===== config.mk =====
export PLATFORM = sky130hd
export DESIGN_NAME = uart_cmd_rx
export DESIGN_NICKNAME = d
export VERILOG_FILES = /design/src/rtl/uart_cmd_rx.sv
export SDC_FILE = /design/constraint.sdc
export NUM_CORES = 1
export LEC_CHECK = 0
export ABC_AREA = 1
export CAP_MARGIN = 20
export CORE_MARGIN = 5
export CORE_UTILIZATION = 47
export DETAILED_ROUTE_END_ITERATION = 7
export DONT_BUFFER_PORTS = 1
export PLACE_DENSITY_LB_ADDON = 0.15
export SLEW_MARGIN = 10
export SYNTH_ARGS = -nofsm -noshare
export SYNTH_HDL_FRONTEND = slang
export SYNTH_SLANG_ARGS = --single-unit

===== constraint.sdc =====
create_clock -name clk_24m -period 1.5 [get_ports clk_24m]
set_input_delay 0.075 -clock clk_24m [delete_from_list [all_inputs] [get_ports clk_24m]]
set_output_delay 0.075 -clock clk_24m [all_outputs]
set_load 0.05 [all_outputs]

===== src/rtl/uart_cmd_rx.sv =====
// 8N1 UART receiver that pairs bytes (MSB first) into 16-bit command words.
// Emits a one-cycle cmd/cmd_valid strobe per word and a one-cycle frame_err on bad stop or timeout.
module uart_cmd_rx #(
    parameter int CLK_HZ      = 24_000_000,
    parameter int BAUD        = 115200,
    parameter int BIT_DIV     = CLK_HZ / BAUD,
    parameter int TIMEOUT_CYC = 20 * BIT_DIV
) (
    input  logic        clk_24m,
    input  logic        rstn,
    input  logic        rxd,
    output logic [15:0] cmd,
    output logic        cmd_valid,
    output logic        frame_err
);

    localparam int HALF = BIT_DIV / 2;
    localparam int CW   = $clog2(BIT_DIV + 1);
    localparam int TW   = $clog2(TIMEOUT_CYC + 1);

    typedef enum logic [1:0] {IDLE, START, DATA, STOP} state_e;

    logic          rx_meta_q, rxs_q, rxs_prev_q;
    state_e        state_q;
    logic [CW-1:0] bit_cnt_q;
    logic [2:0]    bit_idx_q;
    logic [7:0]    shift_q;
    logic          done_q, bad_q;
    logic          have_hi_q;
    logic [7:0]    hi_q;
    logic [TW-1:0] to_cnt_q;
    logic [15:0]   cmd_q;
    logic          cmd_valid_q, frame_err_q;

    logic fall, start_det, tick, timeout;

    assign fall      = rxs_prev_q & ~rxs_q;
    assign start_det = (state_q == IDLE) && fall;
    assign tick      = (bit_cnt_q == '0);
    assign timeout   = (to_cnt_q == TW'(TIMEOUT_CYC));

    // rxd is asynchronous; the third flop only provides the previous value for edge detection
    always_ff @(posedge clk_24m or negedge rstn) begin
        if (!rstn) begin
            rx_meta_q  <= 1'b1;
            rxs_q      <= 1'b1;
            rxs_prev_q <= 1'b1;
        end else begin
            rx_meta_q  <= rxd;
            rxs_q      <= rx_meta_q;
            rxs_prev_q <= rxs_q;
        end
    end

    always_ff @(posedge clk_24m or negedge rstn) begin
        if (!rstn) begin
            state_q   <= IDLE;
            bit_cnt_q <= '0;
            bit_idx_q <= '0;
            shift_q   <= '0;
            done_q    <= 1'b0;
            bad_q     <= 1'b0;
        end else begin
            done_q <= 1'b0;
            bad_q  <= 1'b0;
            case (state_q)
                IDLE: begin
                    if (fall) begin
                        state_q   <= START;
                        bit_cnt_q <= CW'(HALF - 1);
                    end
                end
                START: begin
                    if (tick) begin
                        state_q   <= rxs_q ? IDLE : DATA;
                        bit_cnt_q <= CW'(BIT_DIV - 1);
                        bit_idx_q <= '0;
                    end else begin
                        bit_cnt_q <= bit_cnt_q - CW'(1);
                    end
                end
                DATA: begin
                    if (tick) begin
                        shift_q   <= {rxs_q, shift_q[7:1]};
                        bit_cnt_q <= CW'(BIT_DIV - 1);
                        if (bit_idx_q == 3'd7) state_q <= STOP;
                        else bit_idx_q <= bit_idx_q + 3'd1;
                    end else begin
                        bit_cnt_q <= bit_cnt_q - CW'(1);
                    end
                end
                STOP: begin
                    // back to IDLE at mid-stop so a zero-gap following start bit is caught
                    if (tick) begin
                        state_q <= IDLE;
                        done_q  <= rxs_q;
                        bad_q   <= ~rxs_q;
                    end else begin
                        bit_cnt_q <= bit_cnt_q - CW'(1);
                    end
                end
                default: state_q <= IDLE;
            endcase
        end
    end

    always_ff @(posedge clk_24m or negedge rstn) begin
        if (!rstn) begin
            have_hi_q   <= 1'b0;
            hi_q        <= '0;
            to_cnt_q    <= '0;
            cmd_q       <= '0;
            cmd_valid_q <= 1'b0;
            frame_err_q <= 1'b0;
        end else begin
            cmd_q       <= '0;
            cmd_valid_q <= 1'b0;
            frame_err_q <= 1'b0;

            // a start edge coinciding with the timeout wins: counter clears, high byte kept
            if (state_q != IDLE || !have_hi_q || start_det || timeout) to_cnt_q <= '0;
            else to_cnt_q <= to_cnt_q + TW'(1);

            if (bad_q) begin
                frame_err_q <= 1'b1;
                have_hi_q   <= 1'b0;
            end else if (done_q) begin
                if (have_hi_q) begin
                    cmd_q       <= {hi_q, shift_q};
                    cmd_valid_q <= 1'b1;
                    have_hi_q   <= 1'b0;
                end else begin
                    hi_q      <= shift_q;
                    have_hi_q <= 1'b1;
                end
            end else if (timeout && !start_det) begin
                frame_err_q <= 1'b1;
                have_hi_q   <= 1'b0;
            end
        end
    end

    assign cmd       = cmd_q;
    assign cmd_valid = cmd_valid_q;
    assign frame_err = frame_err_q;

endmodule


==> reports/metrics.yaml, run 1 <==
status: "complete, but fails checks"
violations: "negative hold slack"
critPathRequiredTime_ps: 1720
pin_count: 21
synth_flop_cell: "dfrtp_1"
die_w_um: 90.83
synth_edf_count: 0
worst_pin_slew_ps: 470.7
crit_path_end_kind: "flip-flop"
area_growth_pct: 17.16
cp-start-kind: "flip-flop"
clk-insertion-delay-late_ps: 340
clk_pin_slew_ps: 70
synth_area_mm2: 0.003070
reg2reg_depth: 8
hold_class: "input port to async pin"
cts_sinks: 66
power_frac_comb: 0.295
p_per_area_mw_per_mm2: 1330
antenna_found_initial: 0
globalRouteOverflowTotal: 0
ys_async_sr_fraction: 1.000
globalplace.congestion: 0.8884
grt_pass1_wl_mm: 9.466
fmax_mhz: 686.0
p_clk_frac: 0.290
netlist_instances: 344
clock_path_buffers: 2
crit_fanout: 4
holdWs_ps: -579.5
cts_root_buffer: "clkbuf_8"
r2r_end: "state_q[0]"
grt_util_all_layers: 0.1417
leakage_uw: 0.001707
setup_viol: 0
path_class: "flip-flop to flip-flop"
viasPerCell: 4.812
wirelength_mm: 5.431
dp_cells: 432
synthDistinctLibCells: 29
std_cell_rows: 29
timing.final.crit_share: 0.9718
drive_above_1_share: 0.2231
ant_nets: 0
avgRoutedWirePerCell_um: 11.86
dp_hpwl_mm: 3.606
crit_chain: "buf_6, ha_4, nor3_4, nor2_1, nor2_1, nand2_1, nand2_1, nand2_1"
r2r_slack_ps: 40
first_iter_violations: 62
max-vdd-ir-drop_uv: 757.2
hold_violations: 66
die-area_mm2: 0.008249
fin_area_mm2: 0.003597
crit_top_cell: "nand2_1"
synth_seq_cells: 66
die_h_um: 90.83
post_dp_cell_area_mm2: 0.003268
drc_errors: 0
max_stage_delay_ps: 430
power_uw: 4783
num-fill-cells: 538
h-tree-depth: 3
cts_tree: "built"
grt_pass1_vias: 2051
synth_fp_nets: 358
critPathArrivalTime_ps: 1680
slew_viol_final: 0
rsz0062_at_grt: "true"
hold_buffers: 1
tns_ps: 0
drv_cap: 0
p_seq_frac: 0.415
finClkSkew_ps: 6.290
crit_slowest_cell: "dfrtp_1"
switchingPower_uw: 1582
finalNetCount: 390
min_period_ps: 1458
avgSynthCellArea_um2: 8.926
core_area_mm2: 0.006350
cts_buffers: 9
drt-pass1-iter-count: 4
relSlewSlack: 0.6854
netSwitchingFraction: 0.3308
r2r-start: "state_q[0]"
stdcell_count: 458
vias: 2204
diodes: 0
grt_max_degree: 67
ys_seq_area_frac: 0.5391
numPortBuffers: 0
start_util: 0.4835
p_int_uw: 3201
yosysWarnings: 0
[synthesized netlist by cell type (2+ instances only)]
library cell,number,share of area
o21ai_0,19,0.031
clkbuf_1,2,0.0024
xor2_1,8,0.023
dfstp_2,3,0.026
inv_2,2,0.0024
nor2_2,3,0.0061
nand2_1,68,0.083
nor3_1,4,0.0065
inv_1,51,0.062
nand4_1,6,0.012
o21ai_1,2,0.0033
nor2_1,57,0.070
dfrtp_1,63,0.51
a21oi_2,2,0.0057
ha_1,11,0.045
nand2_4,3,0.011
o21ai_2,8,0.023
nand3_1,16,0.026
nand2_2,4,0.0081
xnor2_1,3,0.0086
[layer usage]
metal / share of wire / track usage
met2: 0.47 / 0.2076
met1: 0.47 / 0.1890
met4: 0.014 / 0.06479
met5: 0 / 0
met3: 0.048 / 0.04750
[power groups by stage]
stage	clock [uW]	sequential [uW]	combinational, uW
finish	1390	1990	1410
global route	1540	1990	1580
detailed placement	0	2010	1120
floorplan	0	2010	807
global placement	0	2010	1100
CTS	1440	1970	1190
[how the worst max path moves through the flow]
stage,startpoint,to,slack (ps),cells past startpoint
2_1_floorplan,state_q[0],state_q[0],60,8
3_3_place_gp,state_q[0],state_q[0],40,8
3_5_place_dp,state_q[0],state_q[0],-60,8
4_1_cts,state_q[0],state_q[0],20,8
5_1_grt,state_q[0],state_q[0],-30,8
6_report,state_q[0],state_q[0],40,8
[through the flow]
stage / utilization / setup WS (ps) / hold WS (ps)
6_report: 0.5665 / 42.36 / -579.5
5_1_grt: 0.5665 / -32.26 / -611.0
4_1_cts: 0.5492 / 24.40 / -600.5
3_5_place_dp: 0.5147 / -64.61 / -219.0
3_3_place_gp: 0.5147 / 40.30 / -219.0
2_1_floorplan: - / 59.62 / -220.6
[cell type report]
| cell class | instances | area [um^2] | share of cell area |
|---|---|---|---|
| Inverter | 53 | 198.9 | 0.05530 |
| Tap cell | 77 | 96.34 | 0.02678 |
| Clock inverter | 5 | 37.54 | 0.01043 |
| Timing Repair Buffer | 25 | 206.4 | 0.05739 |
| Sequential cell | 66 | 1659 | 0.4612 |
| Clock buffer | 11 | 151.4 | 0.04209 |
| Multi-Input combinational cell | 221 | 1247 | 0.3468 |
[cell families (layout without fill, tap and decap cells)]
family	Yosys count	after routing	share of synthesized area
fa+ha+maj	11	11	0.04482
compound gates	34	34	0.07009
buf+inv	57	94	0.07253
flops	66	66	0.5391
xor+xnor	11	11	0.03138
simple gates	165	165	0.2421
[critical path: cells and delay by family (launching register included)]
kind                     cells  cell delay, ps
AND/OR/NAND/NOR              6             600
flip-flops                   1             430
adder cells (fa/ha/maj)      1             160
buffers and inverters        1             150
[state kept, by name, indices dropped and copies added (netlist names), named ones only]
name / count
cmd: 16
rxs_prev_q: 1
bit_idx_q: 3
rx_meta_q: 1
hi_q: 8
shift_q: 8
done_q: 1
cmd_valid: 1
to_cnt_q: 13
have_hi_q: 1
bit_cnt_q: 8
state_q: 1
frame_err: 1
rxs_q: 1
bad_q: 1
[cells in the final DEF, fill, tap and decap left out, types with 4 or more instances in the layout]
cell | Yosys | final
o21ai_2 | 8 | 9
nand2_2 | 4 | 5
nand3_1 | 16 | 16
nor2_2 | 3 | 6
buf_4 | 0 | 22
nand2_1 | 68 | 67
inv_1 | 51 | 49
clkbuf_8 | 0 | 11
nor2_1 | 57 | 54
inv_2 | 2 | 4
ha_1 | 11 | 7
o21ai_0 | 19 | 17
dfrtp_1 | 63 | 60
nand4_1 | 6 | 6
xor2_1 | 8 | 8
[what timing repair did]
action,CTS,global route
setup buffers,2,7
pin swaps,0,6
resized for setup,1,20
hold endpoints to repair,67,66
setup endpoints to repair,3,21
No activity file was read; power rests on OpenSTA's default activity.
==> run 2: changes to the inputs <==
--- a/config.mk
+++ b/config.mk
@@ -6,11 +6,11 @@
 export NUM_CORES = 1
 export LEC_CHECK = 0
 export ABC_AREA = 1
+export BUFFER_PORTS_ARGS = -buffer_cell sky130_fd_sc_hd__buf_2
 export CAP_MARGIN = 20
 export CORE_MARGIN = 5
 export CORE_UTILIZATION = 47
 export DETAILED_ROUTE_END_ITERATION = 7
-export DONT_BUFFER_PORTS = 1
 export PLACE_DENSITY_LB_ADDON = 0.15
 export SLEW_MARGIN = 10
 export SYNTH_ARGS = -nofsm -noshare
==> reports/metrics.yaml, run 2 (same netlist as run 1, synthesis figures left out) <==
first_iter_violations: 61  # was 62
mostFrequentLayoutCells: "nand2_1 (68), dfrtp_1 (60), nor2_1 (52)"  # was nand2_1 (67), dfrtp_1 (60), nor2_1 (54)
drive_above_1_share: 0.2532  # was 0.2231
die-area_mm2: 0.008249  # unchanged
die_w_um: 90.83  # unchanged
p_clk_frac: 0.365  # was 0.290
power_frac_comb: 0.248  # was 0.295
crit_slowest_cell: "dfrtp_1"  # unchanged
min_period_ps: 1407  # was 1458 ps
switchingPower_uw: 1598  # was 1582 uW
grt_pass1_vias: 2224  # was 2051
setup_ws_ps: 92.88  # was 42.36 ps
crit_path_end_kind: "flip-flop"  # unchanged
p_seq_frac: 0.386  # was 0.415
timing.final.crit_share: 0.9381  # was 0.9718
antenna_found_initial: 0  # unchanged
clock_path_buffers: 2  # unchanged
h-tree-depth: 3  # unchanged
cts_root_buffer: "clkbuf_8"  # unchanged
avgRoutedWirePerCell_um: 11.76  # was 11.86 um
grt_util_all_layers: 0.1494  # was 0.1417
slew_viol_final: 0  # unchanged
rsz0062_at_grt: "true"  # unchanged
crit_chain: "inv_1, ha_1, nand2_2, nor2_8, nand2_4, nand2_4, inv_2, nor2_1, nor2_1"  # was buf_6, ha_4, nor3_4, nor2_1, nor2_1, nand2_1, nand2_1, nand2_1
drt-pass1-iter-count: 4  # unchanged
cts_buffers: 9  # unchanged
critPathRequiredTime_ps: 1740  # was 1720 ps
critPathArrivalTime_ps: 1650  # was 1680 ps
std_cell_rows: 29  # unchanged
p_per_area_mw_per_mm2: 1381  # was 1330 mW/mm^2
cts_sinks: 66  # unchanged
multi_input_area_mm2: 0.001224  # was 0.001247 mm^2
diodes: 0  # unchanged
regArea_mm2: 0.001659  # unchanged
viasPerCell: 4.703  # was 4.812
cts_tree: "built"  # unchanged
cp-start-kind: "flip-flop"  # unchanged
grt_pass1_wl_mm: 9.984  # was 9.466 mm
area_growth_pct: 20.50  # was 17.16%
crit_fanout: 5  # was 4
globalplace.congestion: 0.8461  # was 0.8884
fin_area_mm2: 0.003700  # was 0.003597 mm^2
path_class: "flip-flop to flip-flop"  # unchanged
vias: 2220  # was 2204
grt_max_degree: 30  # was 67
globalRouteOverflowTotal: 0  # unchanged
start_util: 0.4835  # unchanged
ant_nets: 0  # unchanged
max-vdd-ir-drop_uv: 891.9  # was 757.2 uV
clk_pin_slew_ps: 80  # was 70 ps
relSlewSlack: 0.6768  # was 0.6854
netSwitchingFraction: 0.3128  # was 0.3308
hold_violations: 0  # was 66
post_dp_cell_area_mm2: 0.003373  # was 0.003268 mm^2
core_area_mm2: 0.006350  # unchanged
numPortBuffers: 20  # was 0
status: "finished, final reports clean"  # was complete, but fails checks
drc_errors: 0  # unchanged
post-place-ws_ps: 25.63  # was -64.61 ps
leakage_uw: 0.001808  # was 0.001707 uW
die_h_um: 90.83  # unchanged
worst_pin_slew_ps: 484.9  # was 470.7 ps
holdWs_ps: 213.7  # was -579.5 ps
p_int_uw: 3511  # was 3201 uW
dp_hpwl_mm: 3.948  # was 3.606 mm
finalNetCount: 404  # was 390
num-fill-cells: 558  # was 538
max_stage_delay_ps: 410  # was 430 ps
mostFrequentLayoutCell: "nand2_1"  # unchanged
power_uw: 5109  # was 4783 uW
drv_cap: 0  # unchanged
wirelength_mm: 5.552  # was 5.431 mm
largest_register_ff_count: 16  # unchanged
finClkSkew_ps: 8.508  # was 6.290 ps
fmax_mhz: 710.7  # was 686.0 MHz
hold_class: "input port to async pin"  # unchanged
clk-insertion-delay-late_ps: 350  # was 340 ps
pin_count: 21  # unchanged
setup_viol: 0  # unchanged
[run 2: cell count changes in the layout (fill, tap and decap cells not counted), sizes merged]
cell / delta
clkbuf: -2
clkinvlp: -2
bufinv: +3
buf: +13
dlygate4sd3: +1
inv: +1
[run 2: final timing paths]
kind | start | endpoint | slack [ps] | cells past startpoint
max in group asynchronous | rstn | rxs_prev_q | 690 | 3
worst max-delay path | bit_cnt_q[1] | bit_cnt_q[0] | 90 | 9
worst max register to register | bit_cnt_q[1] | bit_cnt_q[0] | 90 | 9
min in group clk_24m | rx_meta_q | rxs_q | 360 | 0
worst min register to register | rx_meta_q | rxs_q | 360 | 0
worst min-delay path | rstn | cmd[3] | 210 | 2
[run 2: repair_timing]
| item | in CTS | in global routing |
|---|---|---|
| endpoints found under the setup margin | 0 | 19 |
| setup buffers | 0 | 3 |
| endpoints found under the hold margin | 19 | 0 |
| hold buffers | 2 | 0 |
| resized for setup | 0 | 20 |
[run 2: routing by layer]
layer  global-route usage  share of wire
met2               0.2355           0.47
met4              0.07335          0.022
met3              0.03750          0.035
met1               0.1910           0.47
met5                    0              0
[run 2: final cells by class]
| class | instances | share of cell area |
|---|---|---|
| Sequential cell | 66 | 0.4484 |
| Multi-Input combinational cell | 221 | 0.3307 |
| Timing Repair Buffer | 39 | 0.07372 |
| Inverter | 53 | 0.05377 |
| Clock inverter | 7 | 0.03382 |
| Clock buffer | 9 | 0.03348 |
| Tap cell | 77 | 0.02604 |
[run 2: power by group through the flow]
stage               Combinational [uW]  Clock, uW  Sequential, uW
global placement                  1170          0            2000
CTS                               1190       1910            1970
detailed placement                1180          0            2000
floorplan                          807          0            2010
finish                            1270       1870            1970
global route                      1460       1990            1990
[run 2: critical path: cells and delay by family, from the launching register on]
| kind | cells | cell delay [ps] |
|---|---|---|
| flops | 1 | 410 |
| fa+ha+maj | 1 | 160 |
| buf+inv | 2 | 160 |
| simple gates | 6 | 570 |
[run 2: metrics by stage]
step | utilization | TNS (ps) | instances
after global placement | 0.5312 | 0 | 451
final | 0.5827 | 0 | 472
after CTS | 0.5736 | 0 | 469
after global routing | 0.5827 | -38.72 | 472
after detailed placement | 0.5312 | 0 | 451
after floorplan | - | 0 | 344
